===== src/rtl/spi_flash_arbiter_pkg.sv =====
// Shared types and constants for the two-master SPI configuration flash arbiter.
package spi_flash_arbiter_pkg;

  typedef enum logic [1:0] {
    ARB_IDLE    = 2'd0,
    ARB_GRANT   = 2'd1,
    ARB_HOLDOFF = 2'd2
  } arb_state_t;

  localparam int REQ_DSP = 0;
  localparam int REQ_CPU = 1;

  function automatic logic [1:0] req_onehot(input logic idx);
    return idx ? 2'b10 : 2'b01;
  endfunction

endpackage


===== src/rtl/spi_flash_arbiter_if.sv =====
// Requester/flash pin bundle plus arbiter status; slave = arbiter side, master = board side.
interface spi_flash_arbiter_if #(
  parameter int CNT_W = 8
);
  logic [1:0]       req_clk;
  logic [1:0]       req_mosi;
  logic [1:0]       req_cs_INV;
  logic [1:0]       req_miso;
  logic             flash_clk;
  logic             flash_mosi;
  logic             flash_cs_INV;
  logic             flash_miso;
  logic [1:0]       owner;
  logic [1:0]       busy;
  logic [CNT_W-1:0] blocked_cnt;
  logic             wdt_trip;

  modport slave (
    input  req_clk, req_mosi, req_cs_INV, flash_miso,
    output req_miso, flash_clk, flash_mosi, flash_cs_INV,
    output owner, busy, blocked_cnt, wdt_trip
  );

  modport master (
    output req_clk, req_mosi, req_cs_INV, flash_miso,
    input  req_miso, flash_clk, flash_mosi, flash_cs_INV,
    input  owner, busy, blocked_cnt, wdt_trip
  );
endinterface


===== src/rtl/spi_flash_arbiter_cs_sync.sv =====
// Two-flop chip-select synchroniser (resets deasserted) with a one-cycle falling-edge pulse.
module spi_cs_sync (
  input  logic sysclk,
  input  logic reset_INV,
  input  logic cs_raw_INV,
  output logic cs_sync_INV,
  output logic cs_fall
);

  // [0],[1] are the synchroniser stages; [2] is the previous synchronised value for edge detect
  logic [2:0] shift;

  always_ff @(posedge sysclk or negedge reset_INV) begin
    if (!reset_INV) shift <= 3'b111;
    else            shift <= {shift[1:0], cs_raw_INV};
  end

  assign cs_sync_INV = shift[1];
  assign cs_fall     = shift[2] & ~shift[1];

endmodule


===== src/rtl/spi_flash_arbiter.sv =====
// Arbitrates the configuration flash between DSP (req 0) and CPU (req 1) SPI masters.
// Optional stuck-owner watchdog enabled by defining SPI_FLASH_ARB_WATCHDOG_EN.
module spi_flash_arbiter
  import spi_flash_arbiter_pkg::*;
#(
  parameter int          HOLDOFF_CYCLES = 4,
  parameter int          CNT_W          = 8,
  parameter logic [23:0] WDT_CYCLES     = 24'd4000000
) (
  input logic           sysclk,
  input logic           reset_INV,
  input logic           enable,
  spi_flash_arbiter_if.slave bus
);

  localparam int HOLD_W = (HOLDOFF_CYCLES > 1) ? $clog2(HOLDOFF_CYCLES) : 1;

  arb_state_t       state;
  logic [1:0]       owner;
  logic [1:0]       busy;
  logic [CNT_W-1:0] blocked_cnt;
  logic             last_owner;
  logic [HOLD_W-1:0] hold_cnt;
  logic [1:0]       cs_sync_INV;
  logic [1:0]       cs_fall;
  logic             pick;
  logic             owner_release;
  logic [1:0]       blk;
  logic [CNT_W:0]   cnt_sum;
  logic [CNT_W-1:0] cnt_next;

  for (genvar i = 0; i < 2; i++) begin : g_sync
    spi_cs_sync u_sync (
      .sysclk      (sysclk),
      .reset_INV   (reset_INV),
      .cs_raw_INV  (bus.req_cs_INV[i]),
      .cs_sync_INV (cs_sync_INV[i]),
      .cs_fall     (cs_fall[i])
    );
  end

  // Simultaneous falls go to whoever did not win last time
  assign pick          = (&cs_fall) ? ~last_owner : cs_fall[REQ_CPU];
  assign owner_release = |(owner & cs_sync_INV);

  always_comb begin
    blk = 2'b00;
    if (state == ARB_GRANT)        blk = cs_fall & ~owner;
    else if (state == ARB_HOLDOFF) blk = cs_fall;
    cnt_sum  = {1'b0, blocked_cnt} + (CNT_W+1)'(blk[0]) + (CNT_W+1)'(blk[1]);
    cnt_next = cnt_sum[CNT_W] ? {CNT_W{1'b1}} : cnt_sum[CNT_W-1:0];
  end

`ifdef SPI_FLASH_ARB_WATCHDOG_EN
  logic [23:0] wdt_cnt;
  logic        wdt_trip;
  logic        wdt_expire;
  assign wdt_expire = (wdt_cnt == WDT_CYCLES - 24'd1);
`else
  logic unused_wdt;
  assign unused_wdt = ^WDT_CYCLES;
`endif

  always_ff @(posedge sysclk or negedge reset_INV) begin
    if (!reset_INV) begin
      state       <= ARB_IDLE;
      owner       <= 2'b00;
      busy        <= 2'b00;
      blocked_cnt <= '0;
      last_owner  <= 1'b1;
      hold_cnt    <= '0;
`ifdef SPI_FLASH_ARB_WATCHDOG_EN
      wdt_cnt     <= '0;
      wdt_trip    <= 1'b0;
`endif
    end else if (!enable) begin
      state <= ARB_IDLE;
      owner <= 2'b00;
      busy  <= 2'b00;
    end else begin
      blocked_cnt <= cnt_next;
      case (state)
        ARB_IDLE: begin
          if (|cs_fall) begin
            owner      <= req_onehot(pick);
            busy       <= ~req_onehot(pick);
            last_owner <= pick;
            state      <= ARB_GRANT;
`ifdef SPI_FLASH_ARB_WATCHDOG_EN
            wdt_cnt    <= '0;
`endif
          end
        end
        ARB_GRANT: begin
`ifdef SPI_FLASH_ARB_WATCHDOG_EN
          wdt_cnt <= wdt_cnt + 24'd1;
          if (owner_release || wdt_expire) begin
            if (!owner_release) wdt_trip <= 1'b1;
`else
          if (owner_release) begin
`endif
            owner    <= 2'b00;
            busy     <= 2'b11;
            hold_cnt <= HOLD_W'(HOLDOFF_CYCLES - 1);
            state    <= ARB_HOLDOFF;
          end
        end
        ARB_HOLDOFF: begin
          if (hold_cnt == '0) begin
            busy  <= 2'b00;
            state <= ARB_IDLE;
          end else begin
            hold_cnt <= hold_cnt - 1'b1;
          end
        end
        default: begin
          state <= ARB_IDLE;
          owner <= 2'b00;
          busy  <= 2'b00;
        end
      endcase
    end
  end

  assign bus.owner        = owner;
  assign bus.busy         = busy;
  assign bus.blocked_cnt  = blocked_cnt;
  assign bus.flash_cs_INV = ~|(owner & ~bus.req_cs_INV);
  assign bus.flash_clk    = |(owner & bus.req_clk);
  assign bus.flash_mosi   = |(owner & bus.req_mosi);
  assign bus.req_miso     = {2{bus.flash_miso}} & owner;
`ifdef SPI_FLASH_ARB_WATCHDOG_EN
  assign bus.wdt_trip     = wdt_trip;
`else
  assign bus.wdt_trip     = 1'b0;
`endif

endmodule

===== src/flat_wrapper.sv =====
// flat-port wrapper written by rule: the top's interface ports become plain ports
module spi_flash_arbiter_flat import spi_flash_arbiter_pkg::*;
#(
  parameter int          HOLDOFF_CYCLES = 4,
  parameter int          CNT_W          = 8,
  parameter logic [23:0] WDT_CYCLES     = 24'd4000000
)
  (sysclk, reset_INV, enable, bus_req_clk, bus_req_mosi, bus_req_cs_INV, bus_flash_miso, bus_req_miso, bus_flash_clk, bus_flash_mosi, bus_flash_cs_INV, bus_owner, bus_busy, bus_blocked_cnt, bus_wdt_trip);
  spi_flash_arbiter_if #(.CNT_W(CNT_W)) bus_i ();
  input logic sysclk;
  input logic reset_INV;
  input logic enable;
  input wire logic [$bits(bus_i.req_clk)-1:0] bus_req_clk;
  input wire logic [$bits(bus_i.req_mosi)-1:0] bus_req_mosi;
  input wire logic [$bits(bus_i.req_cs_INV)-1:0] bus_req_cs_INV;
  input wire logic [$bits(bus_i.flash_miso)-1:0] bus_flash_miso;
  output wire logic [$bits(bus_i.req_miso)-1:0] bus_req_miso;
  output wire logic [$bits(bus_i.flash_clk)-1:0] bus_flash_clk;
  output wire logic [$bits(bus_i.flash_mosi)-1:0] bus_flash_mosi;
  output wire logic [$bits(bus_i.flash_cs_INV)-1:0] bus_flash_cs_INV;
  output wire logic [$bits(bus_i.owner)-1:0] bus_owner;
  output wire logic [$bits(bus_i.busy)-1:0] bus_busy;
  output wire logic [$bits(bus_i.blocked_cnt)-1:0] bus_blocked_cnt;
  output wire logic [$bits(bus_i.wdt_trip)-1:0] bus_wdt_trip;
  assign bus_i.req_clk = bus_req_clk;
  assign bus_i.req_mosi = bus_req_mosi;
  assign bus_i.req_cs_INV = bus_req_cs_INV;
  assign bus_i.flash_miso = bus_flash_miso;
  assign bus_req_miso = bus_i.req_miso;
  assign bus_flash_clk = bus_i.flash_clk;
  assign bus_flash_mosi = bus_i.flash_mosi;
  assign bus_flash_cs_INV = bus_i.flash_cs_INV;
  assign bus_owner = bus_i.owner;
  assign bus_busy = bus_i.busy;
  assign bus_blocked_cnt = bus_i.blocked_cnt;
  assign bus_wdt_trip = bus_i.wdt_trip;
  spi_flash_arbiter #(.HOLDOFF_CYCLES(HOLDOFF_CYCLES), .CNT_W(CNT_W), .WDT_CYCLES(WDT_CYCLES)) u_core (.sysclk(sysclk), .reset_INV(reset_INV), .enable(enable), .bus(bus_i));
endmodule

===== config.mk =====
export PLATFORM = sky130hd
export DESIGN_NAME = spi_flash_arbiter_flat
export DESIGN_NICKNAME = d
export VERILOG_FILES = /design/src/rtl/spi_flash_arbiter_pkg.sv /design/src/rtl/spi_flash_arbiter_if.sv /design/src/rtl/spi_flash_arbiter_cs_sync.sv /design/src/rtl/spi_flash_arbiter.sv /design/src/flat_wrapper.sv
export SDC_FILE = /design/constraint.sdc
export NUM_CORES = 1
export LEC_CHECK = 0
export CAP_MARGIN = 20
export CORE_MARGIN = 3
export CORE_UTILIZATION = 46
export CTS_BUF_LIST = sky130_fd_sc_hd__clkbuf_4 sky130_fd_sc_hd__clkbuf_8
export CTS_CLUSTER_DIAMETER = 150
export DETAILED_ROUTE_END_ITERATION = 8
export PLACE_DENSITY = 0.88
export REMOVE_ABC_BUFFERS = 1
export SYNTH_ARGS = -nofsm -noshare
export SYNTH_HDL_FRONTEND = slang
export SYNTH_SLANG_ARGS = --single-unit

===== constraint.sdc =====
create_clock -name sysclk -period 1.9 [get_ports sysclk]
set_input_delay 0.38 -clock sysclk [delete_from_list [all_inputs] [get_ports sysclk]]
set_output_delay 0.38 -clock sysclk [all_outputs]
set_load 0.01 [all_outputs]

Word-level counts from Yosys, hierarchy flattened
Cells that the tools add are included.

Add/subtract/negate cells: 3. Eq/ne operators: 8. Muxes and demuxes: 20. Bitwise gates (word level): 14. Reductions and logical operators: 14.

Operators with widths (count): $mux W2 (14); $pmux W2 S3 (3); $and A2 B2 Y2 (6); $reduce_or A2 Y1 (5); $add A8 B1 Y9 (1); $add A9 B1 Y9 (1); $reduce_and A3 Y1 (3); $mux W8 (1); $ne A3 B2 Y1 const B (2); $not A2 Y2 (3); $logic_not A2 Y1 (2); $ne A2 B2 Y1 const B (2); $pmux W2 S2 (1); $reduce_and A4 Y1 (1); $ne A3 B3 Y1 const B (1); $not A1 Y1 (3); $and A1 B1 Y1 (2); $eq A2 B1 Y1 const B (1); $eq A2 B2 Y1 const B (1); $ne A2 B1 Y1 const B (1); $reduce_and A2 Y1 (1); $reduce_bool A2 Y1 (1); $sub A2 B1 Y2 const B (1); $logic_not A1 Y1 (1); $mux W1 (1).

Register bits after elaboration: 23. Output and inout bits: 18. Word-level logic and storage cells: 67.

Logic depth before layout (Yosys ltp)
Gate-level depths: netlist (run 1).

Depth in word-level cells: 9. Depth in mapped cells: 10. Gate-level depth less buffers: 10.

Hierarchy
A second synthesis (run 1) with hierarchy kept.

Cell total of the unflattened synthesis: 123. Area total of the unflattened synthesis: 1213.7 µm².

Modules (own cells, without submodules): spi_flash_arbiter (instances 1, cells each 115, area each 1028.5 µm², sequential area each 426.7 µm²); spi_cs_sync (instances 2, cells each 4, area each 92.6 µm², sequential area each 78.8 µm²).

Worst setup path before layout (run 1)
Ideal clock, no wire load.

Path kind: register -> register. From: reg u_core.state[1]. To: reg u_core.blocked_cnt[7] (netlist: u_core.bus.blocked_cnt[7]). Arrival time: 2024 ps. Data required time: 1835 ps. Slack: -189 ps. Cell stages (with the launch flop): 11. Buffers on the path: 0. Cell sequence: dfrtp_1 -> nand2b_2 -> nor2_1 -> o21ai_1 -> fa_1 -> inv_1 -> ha_1 -> and3_4 -> and4_4 -> nand2b_1 -> mux2_2.

Word-level cells in the longest chain between the ends: 6.

Ends and longest elaborated chain: from (decl) (RTL line spi_flash_arbiter.sv:18) `arb_state_t state;`; from (signal assigned) (RTL line spi_flash_arbiter.sv:66) `state <= ARB_IDLE;`; from (signal assigned) (RTL line spi_flash_arbiter.sv:77) `state <= ARB_IDLE;`; from (signal assigned) (RTL line spi_flash_arbiter.sv:88) `state <= ARB_GRANT;`; $eq A2 B2 Y1 (RTL line spi_flash_arbiter.sv:49) `else if (state == ARB_HOLDOFF) blk = cs_fall;`; $mux W2 (RTL line spi_flash_arbiter.sv:49); $mux W2 * (RTL line spi_flash_arbiter.sv:48) `if (state == ARB_GRANT) blk = cs_fall & ~owner;`; $add A8 B1 Y9 (RTL line spi_flash_arbiter.sv:50) `cnt_sum = {1'b0, blocked_cnt} + (CNT_W+1)'(blk[0]) + (CNT_W+1)'(blk[1]);`; $add A9 B1 Y9 * (RTL line spi_flash_arbiter.sv:50); $mux W8 * (RTL line spi_flash_arbiter.sv:51) `cnt_next = cnt_sum[CNT_W] ? {CNT_W{1'b1}} : cnt_sum[CNT_W-1:0];`; to (signal assigned) (RTL line spi_flash_arbiter.sv:81) `blocked_cnt <= cnt_next;`; to (decl) (RTL line spi_flash_arbiter.sv:21) `logic [CNT_W-1:0] blocked_cnt;`.

Every way passes the cells marked *; elsewhere a longest branch is shown, timed or not. A chain may end at the register's enable or synchronous reset.

Worst setup path in the final report (run 1)
From: reg u_core.g_sync[1].u_sync.shift[2]. To: reg u_core.blocked_cnt[7] (netlist: u_core.bus.blocked_cnt[7]).

Word-level cells in the longest chain between the ends: 5.

Ends and longest elaborated chain: from (decl) (RTL line spi_flash_arbiter_cs_sync.sv:11) `logic [2:0] shift;`; from (signal assigned) (RTL line spi_flash_arbiter_cs_sync.sv:15) `else shift <= {shift[1:0], cs_raw_INV};`; $and A1 B1 Y1 * (RTL line spi_flash_arbiter_cs_sync.sv:19) `assign cs_fall = shift[2] & ~shift[1];`; $mux W2 / $and A2 B2 Y2 (equally long branches) (RTL line spi_flash_arbiter.sv:49, spi_flash_arbiter.sv:48); $mux W2 * (RTL line spi_flash_arbiter.sv:48); $add A9 B1 Y9 * (RTL line spi_flash_arbiter.sv:50); $mux W8 * (RTL line spi_flash_arbiter.sv:51).

Marks and branches as above.

==> impl_summary.txt, run 1 <==
----------------------------------------------------
[Cells and area]
  Highest-count cells in the layout ignoring fill and taps ... buf_4 (23), clkdlybuf4s50_1 (21), dfrtp_1 (15), nand2_1 (9)
  Area growth from synthesis to layout ... 50.48%
  Most common cell after layout, fill and taps aside ... buf_4
  Diode count ... 0
  Fraction of final layout cells sized beyond drive strength 1 ... 0.3758
  Number of nets in the final layout ... 179
  Fillers ... 163

[Timing]
  Fin. max-slew vios ... 0
  Worst Clk Skew ... 0.001929 ns
  Setup repair after global routing missed its margin ... true
  Time the worst path needs with I/O delays and setup ... 2.128 ns
  Aggregate negative setup slack ... -1.495 ns
  Post-layout worst setup margin ... -0.2284 ns
  Final period utilization ... 1.120
  Fmax ... 469.8 MHz
  Setup violators final ... 8
  Final count of hold timing violations ... 0

[Critical path]
  Cell Chain, Critical Path ... nor2b_4, o21ai_2, fa_2, inv_2, ha_4, and3_4, and4_4, nand2b_4, mux2_4
  Kind of critical path ... reg2reg
  Critical Path Slowest Stage Cell ... dfstp_2
  Kind of start point of the critical path ... flop
  Crit path max fanout ... 4
  Data arrival time of the critical path ... 2.39 ns
  Critical path capture point type ... flop
  Data required time of the worst path ... 2.16 ns
  Stages on the worst setup path ... 9
  Crit path largest cell delay ... 0.57 ns
  Delay-heaviest family, CP ... simple AND/OR/NAND/NOR gates
  Bufs and invs on worst path ... 1
  Number of cells on the worst reg-to-reg path ... 9

[Pwr]
  Total power ... 1.327 mW
  Power density cells ... 753.9 mW/mm^2
  Lkg Pwr ... 0.8312 nW
  Maximum vdd drop ... 764.9 uV

[Detailed routing]
  Post-detailed-route wirelength per cell ... 16.29 um
  Number of routed nets with antenna violations ... 0
  Detailed-router iteration count before antenna repair ... 4
  Via count ... 1,072
  Final WL ... 3144 um
  Average via count per standard cell ... 5.554
  Initial DRC count ... 16
  Remaining design rule violation count ... 0

[Floorplanning]
  Die footprint ... 0.003184 mm^2
  I/O pin total ... 28
  Number of standard-cell rows in the floorplan ... 17
  Die height ... 56.43 um
  Horizontal extent of the die ... 56.43 um
  Initial standard-cell utilization of the core ... 0.5046
  Std-Cell Core Area ... 0.002318 mm^2

[Global route]
  Via count of the first global-routing pass ... 1,070
  Overall routing resource usage ... 0.1880
  Maximum number of pins on one net before global-route repair ... 24
  Final global-route overflow total ... 0
  Wire length of the first global-routing pass ... 4809 um
  Initial antenna violation count ... 0

[Placement]
  Number of port buffers ... 26
  Half-perimeter wire length after placement ... 1983 um
  Final weighted congestion in routability-driven placement ... 0.8265

[CTS]
  Clock transition at the registers of the reported paths ... 0.13 ns
  H-Tree Depth ... 1
  Hold_buf cts ... 0
  Buffers from clock root to sink, at most ... 2
  CTS root buffer ... clkbuf_4
  Number of buffers inserted during clock tree synthesis ... 3
  # clock sinks ... 23
  Insertion delay to the later sink of the worst-skew pair ... 0.31 ns
  Clock tree from TritonCTS ... yes

[Synthesis]
  EDFF count, synth ... 0
  Number of distinct library cells after synthesis ... 40
  Sequential-to-total area share from yosys stat ... 0.4995
  Top cells by area, synth ... dfrtp_1 (34%), dfstp_2 (16%), nand2_1 (4.5%), a21oi_1 (3.0%), nor2b_1 (2.7%)
  Post-synthesis area per instance ... 10.26 um^2
  Library cell occupying the most area in the post-synthesis netlist ... dfrtp_1
  Post-Syn Area ... 0.001170 mm^2
  Number of synthesized register bits ... 23
  Primary FF master, synth ... dfrtp_1
  Syn. warnings ... 0
  Area share of the largest cell type after synthesis ... 0.3422
  Synth Instances ... 114
  Post-synth ARST share ... 1.000

[Worst hold path]
  Number of cells on the worst hold path ... 0
  Class of the worst hold path ... reg2reg

[Flow run]
  Number of maximum-capacitance constraint violations ... 0

[Run status]
  Violated checks ... setup timing
  Run status ... finished with violations

----------------------------------------------------
[cell families (layout without fill, tap and decap cells)]
family,count (synthesis),count (layout),synth area share
compound gates,27,27,0.1626
xor+xnor,3,3,0.02246
fa+ha+maj,3,3,0.03850
buf+inv,10,61,0.03957
flops,23,23,0.4995
mux,2,2,0.01818
other cells,1,1,0.003205
simple gates,45,45,0.2160
[cell type report]
class / count / area (um^2) / share of cell area
multi-input combinational: 81 / 640.6 / 0.3639
sequential: 23 / 585.6 / 0.3326
timing repair buffer: 50 / 445.4 / 0.2530
tap: 28 / 35.03 / 0.01990
inverter: 7 / 26.28 / 0.01493
clock buffer: 3 / 22.52 / 0.01279
clock inverter: 1 / 5.005 / 0.002843
[stage by stage]
step           instance area, um^2  cells  hold WS [ns]  utilization  worst slack (ns)
6_report                      1760    193        0.3672       0.7593           -0.2284
3_5_place_dp                  1573    182        0.3468       0.6784           -0.3119
4_1_cts                       1675    189        0.3689       0.7226           -0.1960
5_1_grt                       1760    193        0.3743       0.7593           -0.3191
2_1_floorplan                 1150    111       0.08441            -           -0.2437
3_3_place_gp                  1573    182        0.3467       0.6784           -0.2336
[path summary, 6_finish.rpt]
check	from	end	slack, ns
min in group asynchronous	reset_INV	u_core.bus.busy[1]	0.41
worst max-delay path	u_core.g_sync[1].u_sync.shift[2]	u_core.bus.blocked_cnt[7]	-0.23
worst max register to register	u_core.g_sync[1].u_sync.shift[2]	u_core.bus.blocked_cnt[7]	-0.23
worst min-delay path	u_core.g_sync[0].u_sync.shift[0]	u_core.g_sync[0].u_sync.shift[1]	0.37
max in group asynchronous	reset_INV	u_core.g_sync[0].u_sync.shift[2]	1.21
worst min register to register	u_core.g_sync[0].u_sync.shift[0]	u_core.g_sync[0].u_sync.shift[1]	0.37
[worst reg2reg max path, stage by stage, from the launching register on]
cell and delay, ns:
dfstp_2 0.57, nor2b_4 0.16, o21ai_2 0.08, fa_2 0.37, inv_2 0.08, ha_4 0.13, and3_4 0.17, and4_4 0.26
nand2b_4 0.13, mux2_4 0.14
[state kept, by name, indices dropped and copies added, names as in the netlist]
name / count
u_core.bus.blocked_cnt: 8
u_core.g_sync.u_sync.shift: 6
u_core.bus.busy: 2
u_core.bus.owner: 2
u_core.hold_cnt: 2
u_core.state: 2
u_core.last_owner: 1
[synth_stat cells (2+ instances only)]
master,instances
nand2_1,14
nor2b_1,5
o21ai_0,3
dfstp_2,7
nand2b_1,4
buf_4,2
a21oi_1,7
o21a_1,2
ha_1,2
nand3_1,2
o21ai_1,3
o22ai_1,2
a22o_1,3
dfrtp_1,16
nor2_1,7
inv_1,7
and2_1,4
xor2_1,2
[per-layer routing]
layer	track usage	part of all wire	wire [um]	vias up
met3	0.03448	0.061	193	8
met4	0.07119	0.0083	26	0
met1	0.2387	0.40	1268	528
li1	-	-	-	491
met2	0.3152	0.53	1655	45
met5	0	0	0	-
[report_power, final]
group          internal (mW)  switching, mW  leakage [nW]
Clock                 0.0786          0.151        0.0177
Sequential             0.570         0.0798         0.276
Combinational          0.247          0.201         0.537
Total                  0.896          0.431         0.831
[repair_timing]
action / in CTS / in global routing
resized for setup: 18 / 15
pin swaps: 2 / 1
setup endpoints to repair: 11 / 10
setup buffers: 3 / 4
No activity file was read; power rests on OpenSTA's default activity.
==> run 2, diff against run 1 <==
--- a/config.mk
+++ b/config.mk
@@ -7,11 +7,10 @@
 export LEC_CHECK = 0
 export CAP_MARGIN = 20
 export CORE_MARGIN = 3
-export CORE_UTILIZATION = 46
-export CTS_BUF_LIST = sky130_fd_sc_hd__clkbuf_4 sky130_fd_sc_hd__clkbuf_8
+export CORE_UTILIZATION = 43
 export CTS_CLUSTER_DIAMETER = 150
 export DETAILED_ROUTE_END_ITERATION = 8
-export PLACE_DENSITY = 0.88
+export PLACE_DENSITY = 0.83
 export REMOVE_ABC_BUFFERS = 1
 export SYNTH_ARGS = -nofsm -noshare
 export SYNTH_HDL_FRONTEND = slang
==> impl_summary.txt, run 2 (same netlist as run 1, synthesis figures left out) <==
----------------------------------------------------
[Flow run]
  Number of maximum-capacitance constraint violations ... 0 (unchanged)

[Floorplanning]
  I/O pin total ... 28 (unchanged)
  Die footprint ... 0.003383 mm^2 (+6.2%)
  Initial standard-cell utilization of the core ... 0.4638 (-0.04080)
  Die height ... 58.16 um (+3.1%)
  Horizontal extent of the die ... 58.16 um (+3.1%)
  Std-Cell Core Area ... 0.002522 mm^2 (+8.8%)
  Number of standard-cell rows in the floorplan ... 18 (+1)

[Critical path]
  Kind of start point of the critical path ... flop
  Crit path max fanout ... 4 (unchanged)
  Kind of critical path ... reg2reg
  Data arrival time of the critical path ... 2.37 ns (-0.02 ns)
  Data required time of the worst path ... 2.18 ns (+0.02 ns)
  Critical path capture point type ... flop

[Run status]
  Run status ... finished with violations
  Violated checks ... setup timing

[Cells and area]
  Area growth from synthesis to layout ... 50.37% (about the same)
  Filler-free cell count of the finished design ... 197 (+2.1%)
  Registers with the highest flip-flop counts ... u_core.bus.blocked_cnt (8), u_core.g_sync.u_sync.shift (6)
  Top reg by flops ... u_core.bus.blocked_cnt
  Number of nets in the final layout ... 181 (+1.1%)
  Most common cell after layout, fill and taps aside ... buf_4
  Flip-flop count of the largest register after layout ... 8 (unchanged)
  Fraction of final layout cells sized beyond drive strength 1 ... 0.3772 (+0.001488)
  Core Util, Final ... 0.6974 (-0.06189)
  Diode count ... 0 (unchanged)
  Highest-count cells in the layout ignoring fill and taps ... buf_4 (26), clkdlybuf4s50_1 (21), dfrtp_1 (15), nand2_1 (9)
  Fillers ... 189 (+16%)

[Pwr]
  Sequential group share of total power ... 0.485 (-0.005)
  Share of total power in combinational logic ... 0.334 (-0.004)
  Switching power as a share of total power ... 0.3293 (+0.004324)
  Total power ... 1.338 mW (+0.83%)
  Lkg Pwr ... 0.8108 nW (-2.4%)
  Power density cells ... 760.7 mW/mm^2 (+0.90%)
  Maximum vdd drop ... 670.1 uV (-12%)
  Clk pwr share ... 0.181 (+0.008)
  Net load switching power ... 440.7 uW (+2.2%)
  Internal portion of total power ... 897.6 uW (+0.19%)

[CTS]
  # clock sinks ... 23 (unchanged)
  Buffers from clock root to sink, at most ... 2 (unchanged)
  Hold_buf cts ... 0 (unchanged)
  Insertion delay to the later sink of the worst-skew pair ... 0.33 ns (+0.02 ns)
  Clock tree from TritonCTS ... yes
  CTS root buffer ... clkbuf_4
  Clock transition at the registers of the reported paths ... 0.14 ns (about the same)
  H-Tree Depth ... 1 (unchanged)
  Number of buffers inserted during clock tree synthesis ... 3 (unchanged)

[Global route]
  Wire length of the first global-routing pass ... 4698 um (-2.3%)
  Via count of the first global-routing pass ... 1,079 (+0.84%)
  Initial antenna violation count ... 0 (unchanged)
  Overall routing resource usage ... 0.1833 (-0.004603)
  Final global-route overflow total ... 0 (unchanged)
  Maximum number of pins on one net before global-route repair ... 24 (unchanged)

[Detailed routing]
  Average via count per standard cell ... 5.223 (-6.0%)
  Post-detailed-route wirelength per cell ... 15.58 um (-4.4%)
  Via count ... 1,029 (-4.0%)
  Initial DRC count ... 26 (+10)
  Remaining design rule violation count ... 0 (unchanged)
  Number of routed nets with antenna violations ... 0 (unchanged)
  Final WL ... 3069 um (-2.4%)
  Detailed-router iteration count before antenna repair ... 5 (+1)

[Worst hold path]
  Class of the worst hold path ... reg2reg

[Timing]
  Worst Clk Skew ... 0.009578 ns (+0.007649 ns)
  Final count of hold timing violations ... 0 (unchanged)
  Post-layout worst setup margin ... -0.1836 ns (+0.04472 ns)
  Fin. max-slew vios ... 0 (unchanged)
  Fmax ... 479.9 MHz (+2.1%)
  Setup repair after global routing missed its margin ... true
  Final period utilization ... 1.097 (-0.02354)
  Time the worst path needs with I/O delays and setup ... 2.084 ns (-0.04472 ns)
  Setup violators final ... 8 (unchanged)
  Aggregate negative setup slack ... -1.259 ns (+0.2360 ns)

[Placement]
  Post-Place Setup Slack ... -0.3189 ns (-0.007068 ns)
  Half-perimeter wire length after placement ... 2045 um (+3.1%)
  Number of port buffers ... 26 (unchanged)
  Cell count after placement ... 186 (+2.2%)
  Final weighted congestion in routability-driven placement ... 0.8299 (+0.41%)

----------------------------------------------------
[run 2: changes by cell type in the layout (fill, tap and decap cells not counted), sizes merged]
cell          delta
dlygate4sd2      +2
buf              +2
clkinvlp         +1
dlymetal6s2s     -2
clkinv           -1
[run 2: what timing repair did]
action | in CTS | in global routing
endpoints found under the setup margin | 13 | 8
pin swaps | 2 | 1
gates resized for setup | 24 | 6
endpoints found under the hold margin | 0 | 0
setup buffers | 3 | 4
[run 2: critical path: stages (launching register included)]
cell and delay (ns):
dfstp_2 0.56, nor2b_4 0.15, o21ai_2 0.07, fa_2 0.36, inv_2 0.07, ha_4 0.12, and3_4 0.17, and4_4 0.27
nand2b_4 0.13, mux2_2 0.13
[run 2: layout make-up]
cell class / instances / area [um^2] / area share
repair buffers: 52 / 449.2 / 0.2553
clock buffers: 3 / 22.52 / 0.01280
multi-input cells: 81 / 630.6 / 0.3585
clock inverters: 1 / 7.507 / 0.004267
inverters: 7 / 26.28 / 0.01494
flip-flops and latches: 23 / 585.6 / 0.3329
well taps: 30 / 37.54 / 0.02134
[run 2: worst paths after layout]
kind | start | endpoint | slack [ns] | cells past startpoint
setup / recovery | u_core.g_sync[1].u_sync.shift[2] | u_core.bus.blocked_cnt[7] | -0.18 | 9
hold / removal | u_core.g_sync[1].u_sync.shift[0] | u_core.g_sync[1].u_sync.shift[1] | 0.37 | 0
setup reg to reg | u_core.g_sync[1].u_sync.shift[2] | u_core.bus.blocked_cnt[7] | -0.18 | 9
hold reg to reg | u_core.g_sync[1].u_sync.shift[0] | u_core.g_sync[1].u_sync.shift[1] | 0.37 | 0
max in group asynchronous | reset_INV | u_core.g_sync[0].u_sync.shift[0] | 1.23 | 2
min in group asynchronous | reset_INV | u_core.bus.blocked_cnt[0] | 0.38 | 2
[run 2: per-stage QoR]
stage	hold slack [ns]	cell area [um^2]
2_1_floorplan	0.08441	1150
3_3_place_gp	0.3462	1590
3_5_place_dp	0.3485	1590
4_1_cts	0.3674	1709
5_1_grt	0.3702	1759
6_report	0.3682	1759
[run 2: metal layers]
metal,wire (um),part of all wire,GRT usage,vias to the layer above
met4,13,0.0042,0.07947,0
met2,1634,0.53,0.3145,31
met5,0,0,0,-
li1,-,-,-,497
met1,1247,0.41,0.2045,497
met3,174,0.057,0.06459,4
[run 2: power groups by stage]
stage	clock network, mW	logic [mW]	registers [mW]
2_1_floorplan	0	0.159	0.659
4_1_cts	0.245	0.422	0.648
5_1_grt	0.256	0.486	0.658
6_report	0.242	0.447	0.649
3_5_place_dp	0	0.400	0.646
3_3_place_gp	0	0.385	0.640
